$ cat config.mk
export PLATFORM = sky130hd
export DESIGN_NAME = apb_uart_master
export DESIGN_NICKNAME = d
export VERILOG_FILES = /design/src/rtl/shared_pkg.sv /design/src/rtl/apb_uart_master.sv
export SDC_FILE = /design/constraint.sdc
export NUM_CORES = 1
export LEC_CHECK = 0
export CORE_AREA = 2 2 111 113
export CTS_CLUSTER_DIAMETER = 200
export CTS_CLUSTER_SIZE = 8
export DETAILED_ROUTE_END_ITERATION = 8
export DIE_AREA = 0 0 113 115
export HOLD_SLACK_MARGIN = 0.12
export PLACE_DENSITY = 0.66
export SYNTH_ARGS = -nofsm -noshare
export SYNTH_HDL_FRONTEND = slang
export SYNTH_SLANG_ARGS = --single-unit
export TNS_END_PERCENT = 1
$ cat constraint.sdc
create_clock -name PCLK -period 2.7 [get_ports PCLK]
set_input_delay 0.27 -clock PCLK [delete_from_list [all_inputs] [get_ports PCLK]]
set_output_delay 0.27 -clock PCLK [all_outputs]
set_load 0.005 [all_outputs]
$ cat src/rtl/shared_pkg.sv
// Shared APB widths, UART register map and the APB requester state type.
package shared_pkg;

    localparam int ADDR_WIDTH = 16;
    localparam int DATA_WIDTH = 32;

    localparam logic [ADDR_WIDTH-1:0] UART_TX_DATA_ADDR = 16'h4000;
    localparam logic [ADDR_WIDTH-1:0] UART_RX_DATA_ADDR = 16'h4008;

    typedef enum logic [1:0] {
        IDLE   = 2'd0,
        SETUP  = 2'd1,
        ACCESS = 2'd2
    } apb_state_e;

endpackage

$ cat src/rtl/apb_uart_master.sv
// APB4 requester for the UART segment: turns valid/ready commands into
// SETUP/ACCESS transfers and returns data, slave error or timeout on a strobe.
//
// state  | meaning
// IDLE   | ready for a command, bus outputs hold the last transfer
// SETUP  | PSELx=1, PENABLE=0, one cycle
// ACCESS | PSELx=1, PENABLE=1, wait for PREADY or timeout
module apb_uart_master
    import shared_pkg::*;
#(
    parameter int TIMEOUT_CYCLES = 16
) (
    input  logic                  PCLK,
    input  logic                  PRESETn,
    input  logic                  req_valid,
    output logic                  req_ready,
    input  logic                  req_write,
    input  logic [ADDR_WIDTH-1:0] req_addr,
    input  logic [DATA_WIDTH-1:0] req_wdata,
    input  logic [3:0]            req_strb,
    input  logic [2:0]            req_prot,
    output logic                  rsp_valid,
    output logic [DATA_WIDTH-1:0] rsp_rdata,
    output logic                  rsp_err,
    output logic                  rsp_timeout,
    output logic [ADDR_WIDTH-1:0] PADDR,
    output logic [2:0]            PPROT,
    output logic                  PSELx,
    output logic                  PENABLE,
    output logic                  PWRITE,
    output logic [DATA_WIDTH-1:0] PWDATA,
    output logic [3:0]            PSTRB,
    input  logic [DATA_WIDTH-1:0] PRDATA,
    input  logic                  PREADY,
    input  logic                  PSLVERR
);

    localparam int CNT_W = (TIMEOUT_CYCLES > 0) ? $clog2(TIMEOUT_CYCLES + 1) : 1;
    localparam logic [CNT_W-1:0] CNT_LAST = CNT_W'((TIMEOUT_CYCLES > 0) ? TIMEOUT_CYCLES - 1 : 0);
    localparam logic [CNT_W-1:0] CNT_MAX  = '1;

    apb_state_e            r_state;
    apb_state_e            w_next;
    logic [CNT_W-1:0]      r_wait_cnt;
    logic [ADDR_WIDTH-1:0] r_paddr;
    logic [2:0]            r_pprot;
    logic                  r_pwrite;
    logic [DATA_WIDTH-1:0] r_pwdata;
    logic [3:0]            r_pstrb;
    logic                  r_rsp_valid;
    logic [DATA_WIDTH-1:0] r_rsp_rdata;
    logic                  r_rsp_err;
    logic                  r_rsp_timeout;
    logic                  w_hs;
    logic                  w_done;
    logic                  w_timeout;

    assign w_hs      = req_valid && (r_state == IDLE);
    assign w_done    = (r_state == ACCESS) && PREADY;
    assign w_timeout = (TIMEOUT_CYCLES != 0) && (r_state == ACCESS) && !PREADY
                       && (r_wait_cnt == CNT_LAST);

    always_ff @(posedge PCLK or negedge PRESETn) begin
        if (!PRESETn) r_state <= IDLE;
        else          r_state <= w_next;
    end

    always_comb begin
        w_next    = r_state;
        req_ready = 1'b0;
        PSELx     = 1'b0;
        PENABLE   = 1'b0;
        case (r_state)
            IDLE: begin
                req_ready = 1'b1;
                if (w_hs) w_next = SETUP;
            end
            SETUP: begin
                PSELx  = 1'b1;
                w_next = ACCESS;
            end
            ACCESS: begin
                PSELx   = 1'b1;
                PENABLE = 1'b1;
                if (w_done || w_timeout) w_next = IDLE;
            end
            default: w_next = IDLE;
        endcase
    end

    // Counter only advances on PREADY-low ACCESS cycles and never wraps.
    always_ff @(posedge PCLK or negedge PRESETn) begin
        if (!PRESETn) begin
            r_wait_cnt <= '0;
        end else if (w_hs) begin
            r_wait_cnt <= '0;
        end else if ((r_state == ACCESS) && !PREADY && (r_wait_cnt != CNT_MAX)) begin
            r_wait_cnt <= r_wait_cnt + 1'b1;
        end
    end

    always_ff @(posedge PCLK or negedge PRESETn) begin
        if (!PRESETn) begin
            r_paddr  <= '0;
            r_pprot  <= '0;
            r_pwrite <= 1'b0;
            r_pwdata <= '0;
            r_pstrb  <= '0;
        end else if (w_hs) begin
            r_paddr  <= req_addr;
            r_pprot  <= req_prot;
            r_pwrite <= req_write;
            r_pwdata <= req_wdata;
            r_pstrb  <= req_write ? req_strb : 4'b0000;
        end
    end

    always_ff @(posedge PCLK or negedge PRESETn) begin
        if (!PRESETn) begin
            r_rsp_valid   <= 1'b0;
            r_rsp_rdata   <= '0;
            r_rsp_err     <= 1'b0;
            r_rsp_timeout <= 1'b0;
        end else if (w_done) begin
            r_rsp_valid   <= 1'b1;
            r_rsp_rdata   <= r_pwrite ? '0 : PRDATA;
            r_rsp_err     <= PSLVERR;
            r_rsp_timeout <= 1'b0;
        end else if (w_timeout) begin
            r_rsp_valid   <= 1'b1;
            r_rsp_rdata   <= '0;
            r_rsp_err     <= 1'b1;
            r_rsp_timeout <= 1'b1;
        end else begin
            r_rsp_valid   <= 1'b0;
        end
    end

    assign PADDR       = r_paddr;
    assign PPROT       = r_pprot;
    assign PWRITE      = r_pwrite;
    assign PWDATA      = r_pwdata;
    assign PSTRB       = r_pstrb;
    assign rsp_valid   = r_rsp_valid;
    assign rsp_rdata   = r_rsp_rdata;
    assign rsp_err     = r_rsp_err;
    assign rsp_timeout = r_rsp_timeout;

endmodule

==> results.md <==
- Outcome: finished with violations
- Failing checks: DRC
- CTS root buf: clkbuf_16
- Crit path max fanout: 3
- Post-layout min period: a little over 2 ns
- Total CTS buffers: 9
- Core ar.: roughly 12000 um^2
- CP Cell Sequence: ha_1 > and3_1 > ha_1 > or3b_1 > or3_1 > a21oi_1
- Avg Synthesized Cell Area: roughly 10 um^2
- Total number of vias: about 3.1k
- Post-synth top area cell: dfrtp_1
- Avg WL per Cell: ~14 um
- H-tree levels: 3
- Number of library cell types mapped by synthesis: 23
- Worst-path clk slew: about 0.07 ns
- Bufs on Longest Clock Path: 2
- Setup slack after layout: around 0.67 ns
- CP max-delay cell: dfrtp_1
- Post-synthesis sequential area ratio: 0.658
- CTS tree: yes
- Max VDD drop: 429 uV
- Pwr dens: between 1000 and 1500 nW/um^2
- Total grt overflow: 0
- Ys async rst share: 1.00
- Non-filler cells, final: a little under 700
- FF+latch count, synth: between 90 and 100
- Levels on crit path: 6
- Leak Pwr: around 2.9 nW
- DRT Pass-1 Iters: 6
- Row count: 40
- Sequential share of power: 0.387
- DR iter-0 viols: approximately 150
- Critical Path Start Type: flip-flop
- Area grow syn2layout: 63.3%
- Post-route ant nets: 0
- Antenna diodes: 0
- Period utilization: 0.753
- Kind of cell adding the most delay to the critical path: simple AND/OR/NAND/NOR gates
- Top_reg_cell synth: dfrtp_1
- Worst-case reg-to-reg path depth: 6
- Fmax: slightly below 500 MHz
- Post-CTS resize count: 0
- Clock Power Share: 0.203
- Placed Cells: 677
- Setup TNS: 0 ns
- Initial antenna violation count: 0
- Die width: 113 um
- Kind of end point of the critical path: flip-flop
- Post-synth EDFFs: 0
- Post-layout power: between 6 and 7 mW
- Slowest stage delay, CP: around 0.41 ns
- Vias in the first global route: approximately 3.2k
- Max Slew Vio Count: 0
- CP Data Arrival Time: 2.29 ns
- Synth top area share: 0.658
- IO Port Bufs: roughly 190
- Max cap viols: 0
- Synth warnings: 0
- Hold depth: 3
- Comb pwr share: 0.410
- First-pass GRT wire length: about 16 mm
- Starting Density: 0.316
- RD Place Congestion: approximately 0.74
- All-Layer GR Usage: 0.155
- Clk sinks: around 100
- Most used cell, CP: ha_1
- Fillers: approximately 1.1k
- Int Power: approximately 4.5 mW
- Kind of critical path: reg2reg
- Max-slew headroom: 0.603
- Synthesized area: between 3000 and 4000 um^2
- Net switching power figure: 1.88 mW
- Layout net count: approximately 640
- Final setup fails: 0
- Clk Latency, worst-skew pair: ~0.34 ns
- Sw Ratio: 0.295
- # IOs: 187
- Worst hold path type: in2reg
- Syn_nets: ~460
- Clock skew: ~0.0052 ns
- Area of the die: 13000 um^2
- Die H: 115 um
- Final HPWL DP: 6.95 mm
- DRC violations left: 15
- Slew @ Worst Pin: between 0.5 and 0.6 ns
- Buf+Inv Stages, Crit Path: 0
- Vias per Instance: ~4.5
- RSZ-0062 raised after global routing: no
- Synth top area cells: dfrtp_1, nand2_1, a22o_1, ha_1, clkbuf_1
- Cells after synthesis: between 300 and 400
- Routed wire length: 9.89 mm
- Hold WS: 0.455 ns
- Final Hold Viols: 0
- Layout cells sized above 1: 0.0512
- Data required, critical path: between 2 and 3 ns
- Pin count of the biggest net entering global routing: 99
- Setup WS pre-CTS: 0.668 ns
-- stage by stage --
| stage | util | instance area (um^2) |
|---|---|---|
| 2_1_floorplan | - | 3730 |
| 3_3_place_gp | 0.489 | 5770 |
| 3_5_place_dp | 0.489 | 5770 |
| 4_1_cts | 0.516 | 6090 |
| 5_1_grt | 0.516 | 6090 |
| 6_report | 0.516 | 6090 |
-- layout make-up --
type | count | area (um^2) | share of cell area
clock buffers | 12 | 256 | 0.0421
clock inverters | 4 | 50.0 | 0.00822
inverters | 4 | 15.0 | 0.00247
multi-input cells | 237 | 1200 | 0.197
flip-flops and latches | 98 | 2450 | 0.403
well taps | 147 | 184 | 0.0302
repair buffers | 192 | 1930 | 0.317
-- cells in the final DEF, fill, tap and decap left out, drive strengths merged --
master,synthesis,final
buf,2,6
clkdlybuf4s50,0,185
nor2b,1,1
clkinvlp,0,2
a22o,32,32
bufinv,0,1
ha,7,7
xnor2,2,2
nor3b,1,1
nor4bb,1,1
or3b,1,1
clkinv,0,1
and3,1,1
nor2,5,5
a21oi,5,5
a211oi,1,1
o21ai,2,2
o22a,1,1
clkbuf,17,12
nand3,5,5
or3,1,1
dfrtp,98,98
nand2,168,168
mux2,2,2
and2,1,1
dlygate4sd3,0,1
inv,4,4
-- repair_timing --
action                                 CTS  global route
endpoints found under the hold margin   98             0
setup endpoints to repair                0             0
hold buffers                             1             0
buffers inserted                         0             0
-- sequential cells by signal (all words and copies together) (netlist names) --
name,count
PADDR,16
PPROT,3
PSTRB,4
PWDATA,32
PWRITE,1
r_state,2
r_wait_cnt,5
rsp_err,1
rsp_rdata,32
rsp_timeout,1
rsp_valid,1
-- synthesized netlist by cell type, types with 2 or more instances --
master and count:
buf_1 2, nor2_1 5, dfrtp_1 98, xnor2_1 2, a21oi_1 5, nand3_1 5
ha_1 7, a22o_1 32, mux2_2 2, inv_1 4, nand2_1 168, clkbuf_1 17
-- kinds of logic (layout without fill, tap and decap cells) --
kind of cell	count (synthesis)	count (layout)	synth area share
mux	2	2	0.00604
buf+inv	23	212	0.0232
fa+ha+maj	7	7	0.0235
flops	98	98	0.658
simple gates	185	185	0.196
compound gates	41	41	0.0889
xor+xnor	2	2	0.00470
-- metal layers --
metal	wire length, um	GRT usage
met5	0	0
met4	176	0.0642
met3	1120	0.0559
met2	4540	0.244
met1	4050	0.193
-- final timing paths --
check | startpoint | endpoint | slack (ns)
setup / recovery | r_wait_cnt[0] | r_wait_cnt[3] | 0.67
setup reg to reg | r_wait_cnt[0] | r_wait_cnt[3] | 0.67
min in group asynchronous | PRESETn | rsp_rdata[26] | 0.54
max in group asynchronous | PRESETn | PPROT[0] | 1.77
hold reg to reg | PSTRB[3] | PSTRB[3] | 0.47
hold / removal | req_wdata[21] | PWDATA[21] | 0.46
-- worst min-delay path: stages --
cell and delay [ns]:
clkdlybuf4s50_1 0.39, nand2_1 0.05, nand2_1 0.04
-- power by group through the flow --
stage	logic, mW	clock network (mW)	registers [mW]
floorplan	0.900	0	2.50
global route	2.87	1.40	2.54
CTS	2.66	1.35	2.47
finish	2.61	1.29	2.46
detailed placement	2.65	0	2.48
global placement	2.61	0	2.45
Power figures use the tool's default switching activity.
